--- src/rtl/ln_log_compute.sv ---
// ln(F) from the leading-one position, through a 2-stage pipeline into a credit-controlled show-ahead FIFO.
// Optional macro LN_LINEAR_INTERP_EN adds linear interpolation between the 16 ln(1+x) ROM segments.
module ln_log_compute #(
  parameter int DATA_W     = 32,
  parameter int FRAC_BITS  = 16,
  parameter int FIFO_DEPTH = 4
) (
  input  logic              clk,
  input  logic              rst,
  input  logic              in_valid,
  output logic              in_ready,
  input  logic [DATA_W-1:0] f_in,
  input  logic [DATA_W-1:0] lod_w,
  output logic              out_valid,
  input  logic              out_ready,
  output logic [DATA_W-1:0] ln_out,
  output logic              out_zero
);

  localparam int PTR_W = $clog2(FIFO_DEPTH);
  localparam int CNT_W = PTR_W + 1;
  localparam int SH_W  = $clog2(DATA_W) + 1;
  localparam logic [DATA_W-1:0] LN2_Q     = DATA_W'(45426);
  localparam logic [DATA_W-1:0] ZERO_CODE = {1'b1, {(DATA_W-1){1'b0}}};

  // round(ln(1+i/16) * 2^16)
  function automatic logic [15:0] c0_rom(input logic [3:0] idx);
    case (idx)
      4'd0:  return 16'd0;
      4'd1:  return 16'd3973;
      4'd2:  return 16'd7719;
      4'd3:  return 16'd11262;
      4'd4:  return 16'd14624;
      4'd5:  return 16'd17821;
      4'd6:  return 16'd20870;
      4'd7:  return 16'd23783;
      4'd8:  return 16'd26573;
      4'd9:  return 16'd29248;
      4'd10: return 16'd31818;
      4'd11: return 16'd34292;
      4'd12: return 16'd36675;
      4'd13: return 16'd38975;
      4'd14: return 16'd41196;
      default: return 16'd43345;
    endcase
  endfunction

`ifdef LN_LINEAR_INTERP_EN
  // Segment slope: c0[i+1] - c0[i], with c0[16] = ln2.
  function automatic logic [15:0] c1_rom(input logic [3:0] idx);
    case (idx)
      4'd0:  return 16'd3973;
      4'd1:  return 16'd3746;
      4'd2:  return 16'd3543;
      4'd3:  return 16'd3362;
      4'd4:  return 16'd3197;
      4'd5:  return 16'd3049;
      4'd6:  return 16'd2913;
      4'd7:  return 16'd2790;
      4'd8:  return 16'd2675;
      4'd9:  return 16'd2570;
      4'd10: return 16'd2474;
      4'd11: return 16'd2383;
      4'd12: return 16'd2300;
      4'd13: return 16'd2221;
      4'd14: return 16'd2149;
      default: return 16'd2081;
    endcase
  endfunction
`endif

  logic              w_accept;
  logic              w_pop;
  logic              w_fifo_nonempty;
  logic [CNT_W-1:0]  r_credits;

  logic              r_s1_v;
  logic [DATA_W-1:0] r_f_d;
  logic              w_s1_zero;
  logic signed [6:0] w_s1_e;
  logic [SH_W-1:0]   w_shamt;
  logic [3:0]        w_s1_idx;

  logic              r_s2_v;
  logic              r_s2_zero;
  logic signed [6:0] r_s2_e;
  logic [3:0]        r_s2_idx;
  logic [DATA_W-1:0] w_e_ext;
  logic [DATA_W-1:0] w_res;
  logic [DATA_W-1:0] w_push_data;

`ifdef LN_LINEAR_INTERP_EN
  logic [19:0]       w_sel;
  logic [15:0]       w_s1_dx;
  logic [15:0]       r_s2_dx;
  logic [15:0]       w_interp;
`endif

  logic [DATA_W-1:0] r_mem_data [FIFO_DEPTH];
  logic              r_mem_zero [FIFO_DEPTH];
  logic [PTR_W-1:0]  r_wr_ptr;
  logic [PTR_W-1:0]  r_rd_ptr;
  logic [CNT_W-1:0]  r_count;
  logic [DATA_W-1:0] r_last_data;
  logic              r_last_zero;

  // Handshake and credits
  assign w_fifo_nonempty = (r_count != '0);
  assign out_valid       = rst & w_fifo_nonempty;
  assign in_ready        = rst & (r_credits < CNT_W'(FIFO_DEPTH));
  assign w_accept        = in_valid & in_ready;
  assign w_pop           = out_valid & out_ready;

  // S1: lod_w is registered upstream, so it lines up with r_f_d here
  assign w_s1_zero = (lod_w == '0);
  assign w_s1_e    = $signed(lod_w[6:0] - 7'(FRAC_BITS + 1));
  assign w_shamt   = SH_W'(DATA_W) - lod_w[SH_W-1:0];

`ifdef LN_LINEAR_INTERP_EN
  // Shifting the leading one to the MSB leaves idx at [DATA_W-2 -: 4] and dx just below it.
  assign w_sel    = 20'((r_f_d << w_shamt) >> (DATA_W - 21));
  assign w_s1_idx = w_sel[19:16];
  assign w_s1_dx  = w_sel[15:0];
`else
  assign w_s1_idx = 4'((r_f_d << w_shamt) >> (DATA_W - 5));
`endif

  // S2: e*ln2 + ln(1+x)
  assign w_e_ext = {{(DATA_W-7){r_s2_e[6]}}, r_s2_e};

`ifdef LN_LINEAR_INTERP_EN
  assign w_interp = 16'((32'(c1_rom(r_s2_idx)) * 32'(r_s2_dx)) >> 16);
  assign w_res    = w_e_ext * LN2_Q + DATA_W'(c0_rom(r_s2_idx)) + DATA_W'(w_interp);
`else
  assign w_res    = w_e_ext * LN2_Q + DATA_W'(c0_rom(r_s2_idx));
`endif

  assign w_push_data = r_s2_zero ? ZERO_CODE : w_res;

  always_ff @(posedge clk) begin
    if (w_accept) begin
      r_f_d <= f_in;
    end
    if (r_s1_v) begin
      r_s2_e    <= w_s1_e;
      r_s2_idx  <= w_s1_idx;
      r_s2_zero <= w_s1_zero;
`ifdef LN_LINEAR_INTERP_EN
      r_s2_dx   <= w_s1_dx;
`endif
    end
  end

  always_ff @(posedge clk) begin
    if (r_s2_v) begin
      r_mem_data[r_wr_ptr] <= w_push_data;
      r_mem_zero[r_wr_ptr] <= r_s2_zero;
    end
  end

  always_ff @(posedge clk) begin
    if (!rst) begin
      r_s1_v      <= 1'b0;
      r_s2_v      <= 1'b0;
      r_credits   <= '0;
      r_wr_ptr    <= '0;
      r_rd_ptr    <= '0;
      r_count     <= '0;
      r_last_data <= '0;
      r_last_zero <= 1'b0;
    end else begin
      r_s1_v    <= w_accept;
      r_s2_v    <= r_s1_v;
      r_credits <= r_credits + CNT_W'(w_accept) - CNT_W'(w_pop);
      r_count   <= r_count + CNT_W'(r_s2_v) - CNT_W'(w_pop);
      if (r_s2_v) begin
        r_wr_ptr <= r_wr_ptr + PTR_W'(1);
      end
      if (w_pop) begin
        r_rd_ptr <= r_rd_ptr + PTR_W'(1);
      end
      // Shadow of the head so an empty FIFO keeps presenting the last result
      if (w_fifo_nonempty) begin
        r_last_data <= r_mem_data[r_rd_ptr];
        r_last_zero <= r_mem_zero[r_rd_ptr];
      end
    end
  end

  always_comb begin
    ln_out   = '0;
    out_zero = 1'b0;
    if (rst) begin
      if (w_fifo_nonempty) begin
        ln_out   = r_mem_data[r_rd_ptr];
        out_zero = r_mem_zero[r_rd_ptr];
      end else begin
        ln_out   = r_last_data;
        out_zero = r_last_zero;
      end
    end
  end

endmodule

--- config.mk ---
export PLATFORM = sky130hd
export DESIGN_NAME = ln_log_compute
export DESIGN_NICKNAME = d
export VERILOG_FILES = /design/src/rtl/ln_log_compute.sv
export SDC_FILE = /design/constraint.sdc
export NUM_CORES = 1
export LEC_CHECK = 0
export ABC_CLOCK_PERIOD_IN_PS = 9050
export CAP_MARGIN = 10
export CORE_ASPECT_RATIO = 1.4
export CORE_MARGIN = 2
export CORE_UTILIZATION = 60
export DETAILED_ROUTE_END_ITERATION = 12
export PLACE_DENSITY = 0.81
export SYNTH_ARGS = -nofsm -noshare
export SYNTH_HDL_FRONTEND = slang
export SYNTH_SLANG_ARGS = --single-unit
--- constraint.sdc ---
create_clock -name clk -period 9.05 [get_ports clk]
set_input_delay 1.81 -clock clk [delete_from_list [all_inputs] [get_ports clk]]
set_output_delay 1.81 -clock clk [all_outputs]
set_load 0.05 [all_outputs]
==> flow_metrics.py, run 1 <==
metrics = {
    "status": {
        "status": "complete, no violations",
    },
    "synthesis": {
        "yosysWarnings": 0,
        "ys_seq_elements": 238,
        "synth_compound_area_share_pct": 8.41,
        "ys_top_cells_by_area": "edfxtp_1 38%, ha_1 10%, dfxtp_1 9.2%",
        "synth_adder_area_share_pct": 15.4,
        "synth_top_family_by_area": "adder cells",
        "postSynth.asyncResetShare_pct": 0,
        "synth_largest_area_cell": "edfxtp_1",
        "synth-simple-area-share_pct": 9.13,
        "syn-num-nets": 1301,
        "synthCells": 1086,
        "synth_mux_area_share_pct": 12.7,
        "yosysTopAreaCellShare_pct": 38.2,
        "seq_area_frac_synth_pct": 47.4,
        "syn_avg_cell_area_um2": 12.7,
        "netlist_area_mm2": 0.0137,
        "synth.distinct_cells": 73,
        "synth_xor_area_share_pct": 3.54,
        "ys.flop_type": "edfxtp_1",
        "synth_edf_count": 175,
    },
    "cts": {
        "clock_latency_ns": 0.53,
        "numCtsBuffers": 23,
        "hold_buffers": 0,
        "cts-resized-gates": 0,
        "cts.clk_slew.worst_paths_ns": 0.07,
        "cts_tree": "done",
        "cts_root_buf": "clkbuf_16",
        "htree_levels": 1,
        "cts_buffer_depth": 3,
        "cts_setup_buffers": 0,
        "clock-sinks": 238,
    },
    "drt": {
        "viasPerCell": 5.89,
        "first_pass_iters": 6,
        "via_count": 8840,
        "ant_nets": 0,
        "drtIter0Drc": 483,
        "wl_um": 26700,
        "drc": 0,
        "wl_per_cell_um": 17.7,
    },
    "floorplan": {
        "die_h_um": 183,
        "initial_utilization_pct": 61.0,
        "core-area_mm2": 0.0225,
        "ios": 103,
        "row_count": 65,
        "die_area_mm2": 0.0242,
        "chipWidth_um": 132,
    },
    "global_routing": {
        "grt_max_degree": 49,
        "antenna_found_initial": 0,
        "grt_pass1_wl_um": 44400,
        "grt_usage_pct": 22.6,
        "grt_pass1_vias": 9144,
        "overflow": 0,
    },
    "setup_path": {
        "critPathRequiredTime_ns": 9.36,
        "crit_path_top_delay_cell": "edfxtp_1",
        "r2r-end": "r_mem_data[2][26]$_DFFE_PP_",
        "cp_common_cell": "ha_1",
        "reg2reg_setup_slack_ns": 1.53,
        "critPathLaunch": "r_s2_e[5]$_DFFE_PP_",
        "crit_type": "flip-flop to flip-flop",
        "arrival_ns": 7.83,
        "worst_setup_path_start_kind": "flip-flop",
        "rr_startpoint": "r_s2_e[5]$_DFFE_PP_",
        "slowest_delay_ns": 0.61,
        "cp_max_fo": 10,
        "reg2regPathDepth": 25,
        "cp-end-kind": "flip-flop",
    },
    "pwr": {
        "power_frac_comb_pct": 56.1,
        "p_int_mw": 3.49,
        "clock_power_share_pct": 16.8,
        "p_leak_nw": 6.09,
        "peakVddDrop_mv": 0.207,
        "p_per_area_mw_per_mm2": 380,
        "seqPwrFrac_pct": 27.1,
        "p_switching_mw": 2.55,
        "p_sw_share_pct": 42.2,
        "total_power_mw": 6.04,
    },
    "min_path": {
        "holdPathStages": 2,
        "hold_path_startpoint": "r_last_data[11]$_DFF_P_",
        "hold_class": "flip-flop to flip-flop",
        "hold_end": "r_last_data[11]$_DFF_P_",
    },
    "sta": {
        "setup_violations": 0,
        "hold_violations": 0,
        "tightestPinTransition_ns": 0.951,
        "fin_crit_sh_pct": 83.1,
        "fin_crit_ns": 7.52,
        "final_max_slew_viol_count": 0,
        "rsz0062_at_grt": "no",
        "hold_ws_ns": 0.478,
        "fmaxAchievable_ghz": 0.133,
        "clock_skew_ns": 0.0176,
        "slew_headroom_pct": 34.8,
        "finalSetupTns_ns": 0,
    },
    "placed_design": {
        "portBuffers": 101,
        "dp_hpwl_um": 18900,
        "place_congestion": 0.899,
    },
    "final_layout": {
        "diodes": 0,
        "layout-drive-gt1-share_pct": 11.4,
        "nets": 1399,
        "nFillCells": 1553,
        "syn_to_final_growth_pct": 15.4,
    },
    "job": {
        "cap_violations": 0,
    },
}
[synth_stat cells, drive strengths merged, types with 4 or more instances]
cell,n
xor2,20
a21o,12
a21oi,35
nand4,5
nand2b,6
mux4,57
edfxtp,175
o21a,7
o211ai,5
nand2,112
dfxtp,63
a211oi,7
fa,37
nor2b,14
or3,4
mux2i,34
inv,76
buf,17
nor4,8
a21boi,34
and2,17
mux2,9
nor3,15
a22oi,4
o21ai,26
nand3,12
nor2,44
o21bai,6
xnor2,33
a31o,5
clkbuf,26
nor3b,6
ha,110
[routing by layer]
layer  up-vias  share of wire [%]  GRT usage (%)
li1       4179                  -              -
met2       207                 54           43.5
met5         -                  0              0
met3        70                4.0           2.71
met4         0                3.5           8.30
met1      4384                 38           25.5
[per-stage QoR]
stage	setup WS, ns	instances	cell area, um^2	util (%)
final	1.53	1502	15900	70.4
after global routing	1.20	1502	15900	70.4
after CTS	1.54	1502	15900	70.4
after global placement	1.82	1460	15100	66.9
after detailed placement	1.59	1460	15100	66.9
after floorplan	2.17	1086	13700	-
[worst max-delay path by stage]
| stage | cells after the start | endpoint |
|---|---|---|
| floorplan | 25 | r_mem_data[0][26]$_DFFE_PP_ |
| global placement | 25 | r_mem_data[1][26]$_DFFE_PP_ |
| detailed placement | 25 | r_mem_data[1][26]$_DFFE_PP_ |
| CTS | 25 | r_mem_data[2][26]$_DFFE_PP_ |
| global route | 25 | r_mem_data[2][26]$_DFFE_PP_ |
| finish | 25 | r_mem_data[2][26]$_DFFE_PP_ |
[area by class of cell]
class	count	area [um^2]	area share [%]
clock buffer	26	597	3.76
clock inverter	16	204	1.29
inverter	77	289	1.82
multi-input combinational	728	6760	42.6
sequential	238	6520	41.1
tap	301	377	2.37
timing repair buffer	116	1120	7.08
[sequential cells by signal (all words and copies together) (netlist names), 3 cells and up, named ones only]
signal / flops
r_mem_data: 128
r_last_data: 32
r_f_d: 31
r_s2_e: 7
r_mem_zero: 4
r_s2_idx: 4
r_count: 3
r_credits: 3
[critical path, delay by kind of cell, from the launching register on]
| kind | cells | cell delay [ns] |
|---|---|---|
| compound gates | 7 | 1.41 |
| fa+ha+maj | 8 | 2.77 |
| mux | 1 | 0.37 |
| xor+xnor | 2 | 0.25 |
| flops | 1 | 0.61 |
| buf+inv | 1 | 0.28 |
| simple gates | 6 | 1.63 |
[cells by family (layout without fill, tap and decap cells)]
logic type | count (synthesis) | after routing
buffers and inverters | 120 | 235
adders and majority gates | 147 | 147
and+or+nand+nor | 260 | 260
AOI/OAI and AO/OA | 168 | 168
DFF | 238 | 238
muxes | 100 | 100
xor gates and xnor gates | 53 | 53
[power by group through the flow]
| stage | combinational (mW) | sequential, mW | clock, mW |
|---|---|---|---|
| 3_3_place_gp | 3.24 | 1.65 | 0 |
| 2_1_floorplan | 2.55 | 1.64 | 0 |
| 4_1_cts | 3.38 | 1.64 | 1.03 |
| 5_1_grt | 3.75 | 1.65 | 1.07 |
| 3_5_place_dp | 3.33 | 1.66 | 0 |
| 6_report | 3.39 | 1.64 | 1.01 |
[placed cells by master, fill, tap and decap left out, types with 14 or more instances in the layout]
cell type	count
xnor2_1	32
inv_1	75
xor2_1	18
buf_4	15
ha_1	110
o21ai_0	25
clkbuf_16	23
edfxtp_1	175
clkdlybuf4s50_1	101
mux2i_1	33
dfxtp_1	62
mux4_2	56
nand2_1	112
nor2_1	44
and2_1	17
fa_1	37
a21boi_0	34
a21oi_1	35
nor2b_1	14
Note: power is estimated with default switching activity, not from simulation.
==> run 2: changes to the inputs <==
ABC_CLOCK_PERIOD_IN_PS = 7600   (was 9050)
clock period = 7.6 ns   (was 9.05 ns; I/O delays follow)
==> flow_metrics.py, run 2 (same netlist as run 1, synthesis figures left out) <==
metrics = {
    "status": {
        "status": "complete, no violations",
    },
    "cts": {
        "cts_buffer_depth": 3,
        "cts.clk_slew.worst_paths_ns": 0.07,
        "hold_buffers": 0,
        "cts_tree": "done",
        "clock-sinks": 238,
        "cts_setup_buffers": 0,
        "cts-resized-gates": 0,
        "cts_root_buf": "clkbuf_16",
        "clock_latency_ns": 0.51,
        "htree_levels": 1,
        "numCtsBuffers": 23,
    },
    "placed_design": {
        "portBuffers": 101,
        "dp_hpwl_um": 19000,
        "dp.cells": 1468,
        "place_congestion": 0.876,
    },
    "setup_path": {
        "slowest_delay_ns": 0.56,
        "arrival_ns": 7.13,
        "crit_path_top_delay_cell": "fa_1",
        "worst_setup_path_start_kind": "flip-flop",
        "crit_buf_inv": 4,
        "critPathTopFamily": "adder cells",
        "cp-end-kind": "flip-flop",
        "critPathRequiredTime_ns": 7.86,
        "crit_type": "flip-flop to flip-flop",
        "path_cells": "inv_1, fa_1, inv_1, fa_1, ha_1, ha_1, fa_1, ha_1, inv_1, fa_1, nor2b_1, o21a_1, nor2_1, xnor2_1, ha_1, nand2_1, nor2_1, a221o_1, a21oi_1, nor4b_1, buf_4, or4_4, and4bb_2, nor3_1",
        "cp_max_fo": 7,
    },
    "pwr": {
        "total_power_mw": 7.18,
        "power_frac_comb_pct": 56.8,
        "p_per_area_mw_per_mm2": 451,
        "p_leak_nw": 6.12,
        "seqPwrFrac_pct": 27.1,
        "p_switching_mw": 3.03,
        "p_int_mw": 4.15,
        "clock_power_share_pct": 16.2,
        "peakVddDrop_mv": 0.247,
        "p_sw_share_pct": 42.2,
    },
    "final_layout": {
        "syn_to_final_growth_pct": 15.8,
        "mostFrequentLayoutCells": "175 x edfxtp_1, 112 x nand2_1, 110 x ha_1, 101 x clkdlybuf4s50_1, 75 x inv_1",
        "nets": 1407,
        "final_core_util_pct": 70.7,
        "diodes": 0,
        "nFillCells": 1537,
        "mostFrequentLayoutCell": "edfxtp_1",
        "largestRegisters": "r_mem_data (128), r_last_data (32), r_f_d (31)",
        "largest_register_ffs": 128,
        "layout-drive-gt1-share_pct": 12.3,
        "instances_no_fill": 1510,
        "top_register": "r_mem_data",
    },
    "floorplan": {
        "row_count": 65,
        "die_h_um": 183,
        "chipWidth_um": 132,
        "ios": 103,
        "die_area_mm2": 0.0242,
        "core-area_mm2": 0.0225,
        "initial_utilization_pct": 61.0,
    },
    "drt": {
        "wl_um": 26300,
        "drtIter0Drc": 545,
        "first_pass_iters": 7,
        "ant_nets": 0,
        "dr_wl_met3_um": 1000,
        "wl_per_cell_um": 17.4,
        "drt-met1-wl_um": 9970,
        "top_layer_used": "met4",
        "wl_met2_um": 14500,
        "via_count": 8776,
        "drc": 0,
        "viasPerCell": 5.81,
    },
    "sta": {
        "rsz0062_at_grt": "no",
        "hold_violations": 0,
        "slew_headroom_pct": 37.1,
        "clock_skew_ns": 0.0162,
        "finalSetupTns_ns": 0,
        "fin_crit_ns": 6.87,
        "fin_crit_sh_pct": 90.4,
        "fmaxAchievable_ghz": 0.145,
        "final_max_slew_viol_count": 0,
        "setup_violations": 0,
        "tightestPinTransition_ns": 0.940,
        "hold_ws_ns": 0.476,
    },
    "job": {
        "cap_violations": 0,
    },
    "min_path": {
        "hold_class": "flip-flop to flip-flop",
    },
    "global_routing": {
        "grt_pass1_wl_um": 43600,
        "antenna_found_initial": 0,
        "grt_pass1_vias": 8964,
        "grt_max_degree": 36,
        "overflow": 0,
        "grt_usage_pct": 22.3,
    },
}
run 2: changes by cell type in the layout (fill, tap and decap cells not counted), sizes merged:
cell,previous run,this run
clkinv,9,6
clkbuf,26,29
inv,78,80
bufinv,4,2
buf,15,23
run 2: final cells by class:
class | instances | area (um^2) | area share, %
inverter | 77 | 289 | 1.82
timing repair buffer | 124 | 1180 | 7.44
multi-input combinational | 728 | 6760 | 42.5
tap | 301 | 377 | 2.37
clock buffer | 29 | 648 | 4.07
sequential | 238 | 6520 | 40.9
clock inverter | 13 | 143 | 0.896
run 2: worst reg2reg max path, stage by stage (launching register included):
cell      delay (ns)
edfxtp_1        0.55
inv_1           0.16
fa_1            0.56
inv_1           0.06
fa_1            0.39
ha_1            0.29
ha_1            0.30
fa_1            0.49
ha_1            0.32
inv_1           0.07
fa_1            0.45
nor2b_1         0.19
o21a_1          0.13
nor2_1          0.04
xnor2_1         0.27
ha_1            0.34
nand2_1         0.11
nor2_1          0.06
a221o_1         0.29
a21oi_1         0.25
nor4b_1         0.30
buf_4           0.18
or4_4           0.14
and4bb_2        0.27
nor3_1          0.39
run 2: stage by stage:
step	worst slack, ns	area, um^2
2_1_floorplan	0.717	13700
3_3_place_gp	0.922	15100
3_5_place_dp	0.800	15100
4_1_cts	0.743	15900
5_1_grt	0.349	15900
6_report	0.727	15900
run 2: path summary, 6_finish.rpt:
check / endpoint / cells after the start / slack (ns) / startpoint
setup / recovery: r_mem_data[0][29]$_DFFE_PP_ / 24 / 0.73 / r_s2_e[2]$_DFFE_PP_
hold / removal: r_last_data[8]$_DFF_P_ / 2 / 0.48 / r_last_data[8]$_DFF_P_
setup reg to reg: r_mem_data[0][29]$_DFFE_PP_ / 24 / 0.73 / r_s2_e[2]$_DFFE_PP_
hold reg to reg: r_last_data[8]$_DFF_P_ / 2 / 0.48 / r_last_data[8]$_DFF_P_
run 2: power by group through the flow:
stage                     Sequential, mW  Combinational, mW  Clock, mW
after floorplan                     1.95               3.04          0
after global placement              1.96               3.90          0
after detailed placement            1.97               4.02          0
after CTS                           1.94               4.07       1.18
after global routing                1.96               4.52       1.24
final                               1.94               4.08       1.16
run 2: layer usage:
metal | up-vias | global-route usage [%]
met1 | 4311 | 25.1
met3 | 53 | 2.68
met5 | - | 0
met4 | 0 | 7.78
li1 | 4194 | -
met2 | 218 | 43.1
==> run 3: changes to the inputs <==
CORE_MARGIN = 10   (was 2)
==> flow_metrics.py, run 3 (same netlist as run 1, synthesis figures left out) <==
metrics = {
    "setup_path": {
        "crit_path_top_delay_cell": "fa_1",
        "reg2reg_setup_slack_ns": 0.65,
        "critPathLaunch": "r_s2_e[4]$_DFFE_PP_",
        "rr_startpoint": "r_s2_e[4]$_DFFE_PP_",
        "critPathRequiredTime_ns": 7.85,
        "path_cells": "inv_1, fa_1, inv_1, fa_1, ha_1, ha_1, fa_1, ha_1, inv_1, fa_1, nor2b_1, o21a_1, nor2_1, xnor2_1, ha_1, nand2_1, nor2_1, a221o_1, a21oi_1, nor4b_1, buf_4, or4_4, and4bb_2, nor3_1",
        "crit_type": "flip-flop to flip-flop",
        "reg2regPathDepth": 24,
        "cp_max_fo": 5,
        "worst_setup_path_start_kind": "flip-flop",
        "cp-end-kind": "flip-flop",
        "slowest_delay_ns": 0.50,
        "arrival_ns": 7.20,
        "r2r-end": "r_mem_data[0][27]$_DFFE_PP_",
    },
    "min_path": {
        "holdPathStages": 2,
        "hold_end": "r_last_data[27]$_DFF_P_",
        "hold_class": "flip-flop to flip-flop",
        "hold_path_startpoint": "r_last_data[27]$_DFF_P_",
    },
    "sta": {
        "tightestPinTransition_ns": 0.969,
        "fin_crit_sh_pct": 91.5,
        "hold_ws_ns": 0.475,
        "rsz0062_at_grt": "no",
        "setup_violations": 0,
        "fin_crit_ns": 6.95,
        "clock_skew_ns": 0.0215,
        "hold_violations": 0,
        "slew_headroom_pct": 35.1,
        "finalSetupTns_ns": 0,
        "setup_ws_ns": 0.647,
        "final_max_slew_viol_count": 0,
        "fmaxAchievable_ghz": 0.144,
    },
    "final_layout": {
        "mostFrequentLayoutCell": "edfxtp_1",
        "top_register": "r_mem_data",
        "nets": 1408,
        "layout-drive-gt1-share_pct": 12.2,
        "nFillCells": 1573,
        "largestRegisters": "r_mem_data (128), r_last_data (32), r_f_d (31)",
        "final_core_util_pct": 70.6,
        "diodes": 0,
        "instances_no_fill": 1512,
        "syn_to_final_growth_pct": 15.7,
        "mostFrequentLayoutCells": "175 x edfxtp_1, 112 x nand2_1, 110 x ha_1, 101 x clkdlybuf4s50_1, 75 x inv_1",
        "largest_register_ffs": 128,
    },
    "placed_design": {
        "dp_hpwl_um": 20300,
        "place_congestion": 0.876,
        "pre_cts_ws_ns": 0.767,
        "portBuffers": 101,
        "dp.cells": 1468,
    },
    "global_routing": {
        "grt_max_degree": 36,
        "antenna_found_initial": 0,
        "grt_pass1_wl_um": 46100,
        "grt_pass1_vias": 9274,
        "grt_usage_pct": 19.0,
        "overflow": 0,
    },
    "drt": {
        "first_pass_iters": 4,
        "drtIter0Drc": 417,
        "drc": 0,
        "wl_per_cell_um": 18.4,
        "wl_um": 27800,
        "ant_nets": 0,
        "via_count": 8776,
        "viasPerCell": 5.80,
    },
    "pwr": {
        "peakVddDrop_mv": 0.280,
        "p_leak_nw": 6.12,
        "p_per_area_mw_per_mm2": 452,
    },
    "cts": {
        "cts_tree": "done",
        "cts-resized-gates": 0,
        "clock_latency_ns": 0.53,
        "clock-sinks": 238,
        "hold_buffers": 0,
        "numCtsBuffers": 24,
        "cts_root_buf": "clkbuf_16",
        "cts_buffer_depth": 3,
        "cts_setup_buffers": 0,
        "cts.clk_slew.worst_paths_ns": 0.06,
        "htree_levels": 1,
    },
    "floorplan": {
        "die_area_mm2": 0.0295,
        "row_count": 65,
        "chipWidth_um": 148,
        "ios": 103,
        "initial_utilization_pct": 61.0,
        "core-area_mm2": 0.0225,
        "die_h_um": 199,
    },
    "job": {
        "cap_violations": 0,
    },
    "status": {
        "status": "complete, no violations",
    },
}
[run 3: critical path: cells and delay by family (launching register included)]
family,cells,cell delay [ns]
flops,1,0.39
compound gates,3,0.72
buf+inv,4,0.62
simple gates,8,1.53
xor+xnor,1,0.27
fa+ha+maj,8,3.15
[run 3: final cells by class]
| type | count | area, um^2 | area share, % |
|---|---|---|---|
| clock buffer | 26 | 618 | 3.89 |
| clock inverter | 18 | 163 | 1.02 |
| inverter | 77 | 289 | 1.82 |
| multi-input combinational | 728 | 6760 | 42.5 |
| sequential | 238 | 6520 | 41.0 |
| tap | 301 | 377 | 2.37 |
| timing repair buffer | 124 | 1180 | 7.44 |
[run 3: how the worst max path moves through the flow]
stage | endpoint | slack, ns | cells past startpoint
after global placement | r_mem_data[0][27]$_DFFE_PP_ | 0.94 | 24
after CTS | r_mem_data[0][27]$_DFFE_PP_ | 0.68 | 24
after global routing | r_mem_data[2][27]$_DFFE_PP_ | 0.34 | 24
after floorplan | r_mem_data[0][26]$_DFFE_PP_ | 0.72 | 25
after detailed placement | r_mem_data[2][27]$_DFFE_PP_ | 0.77 | 24
final | r_mem_data[0][27]$_DFFE_PP_ | 0.65 | 24
[run 3: layer usage]
layer	track usage (%)	part of all wire [%]	up-vias
met2	35.3	53	257
li1	-	-	4203
met3	3.67	5.3	76
met5	0	0	-
met1	20.4	38	4240
met4	8.43	3.9	0
[run 3: through the flow]
stage / power [mW] / instance area, um^2
after floorplan: 4.99 / 13700
after global placement: 5.85 / 15100
after detailed placement: 6.00 / 15100
after CTS: 7.20 / 15900
after global routing: 7.73 / 15900
final: 7.20 / 15900
[run 3: report_power, final]
| part | internal, mW | switching (mW) |
|---|---|---|
| Clock | 0.662 | 0.494 |
| Sequential | 1.88 | 0.0677 |
| Combinational | 1.59 | 2.50 |
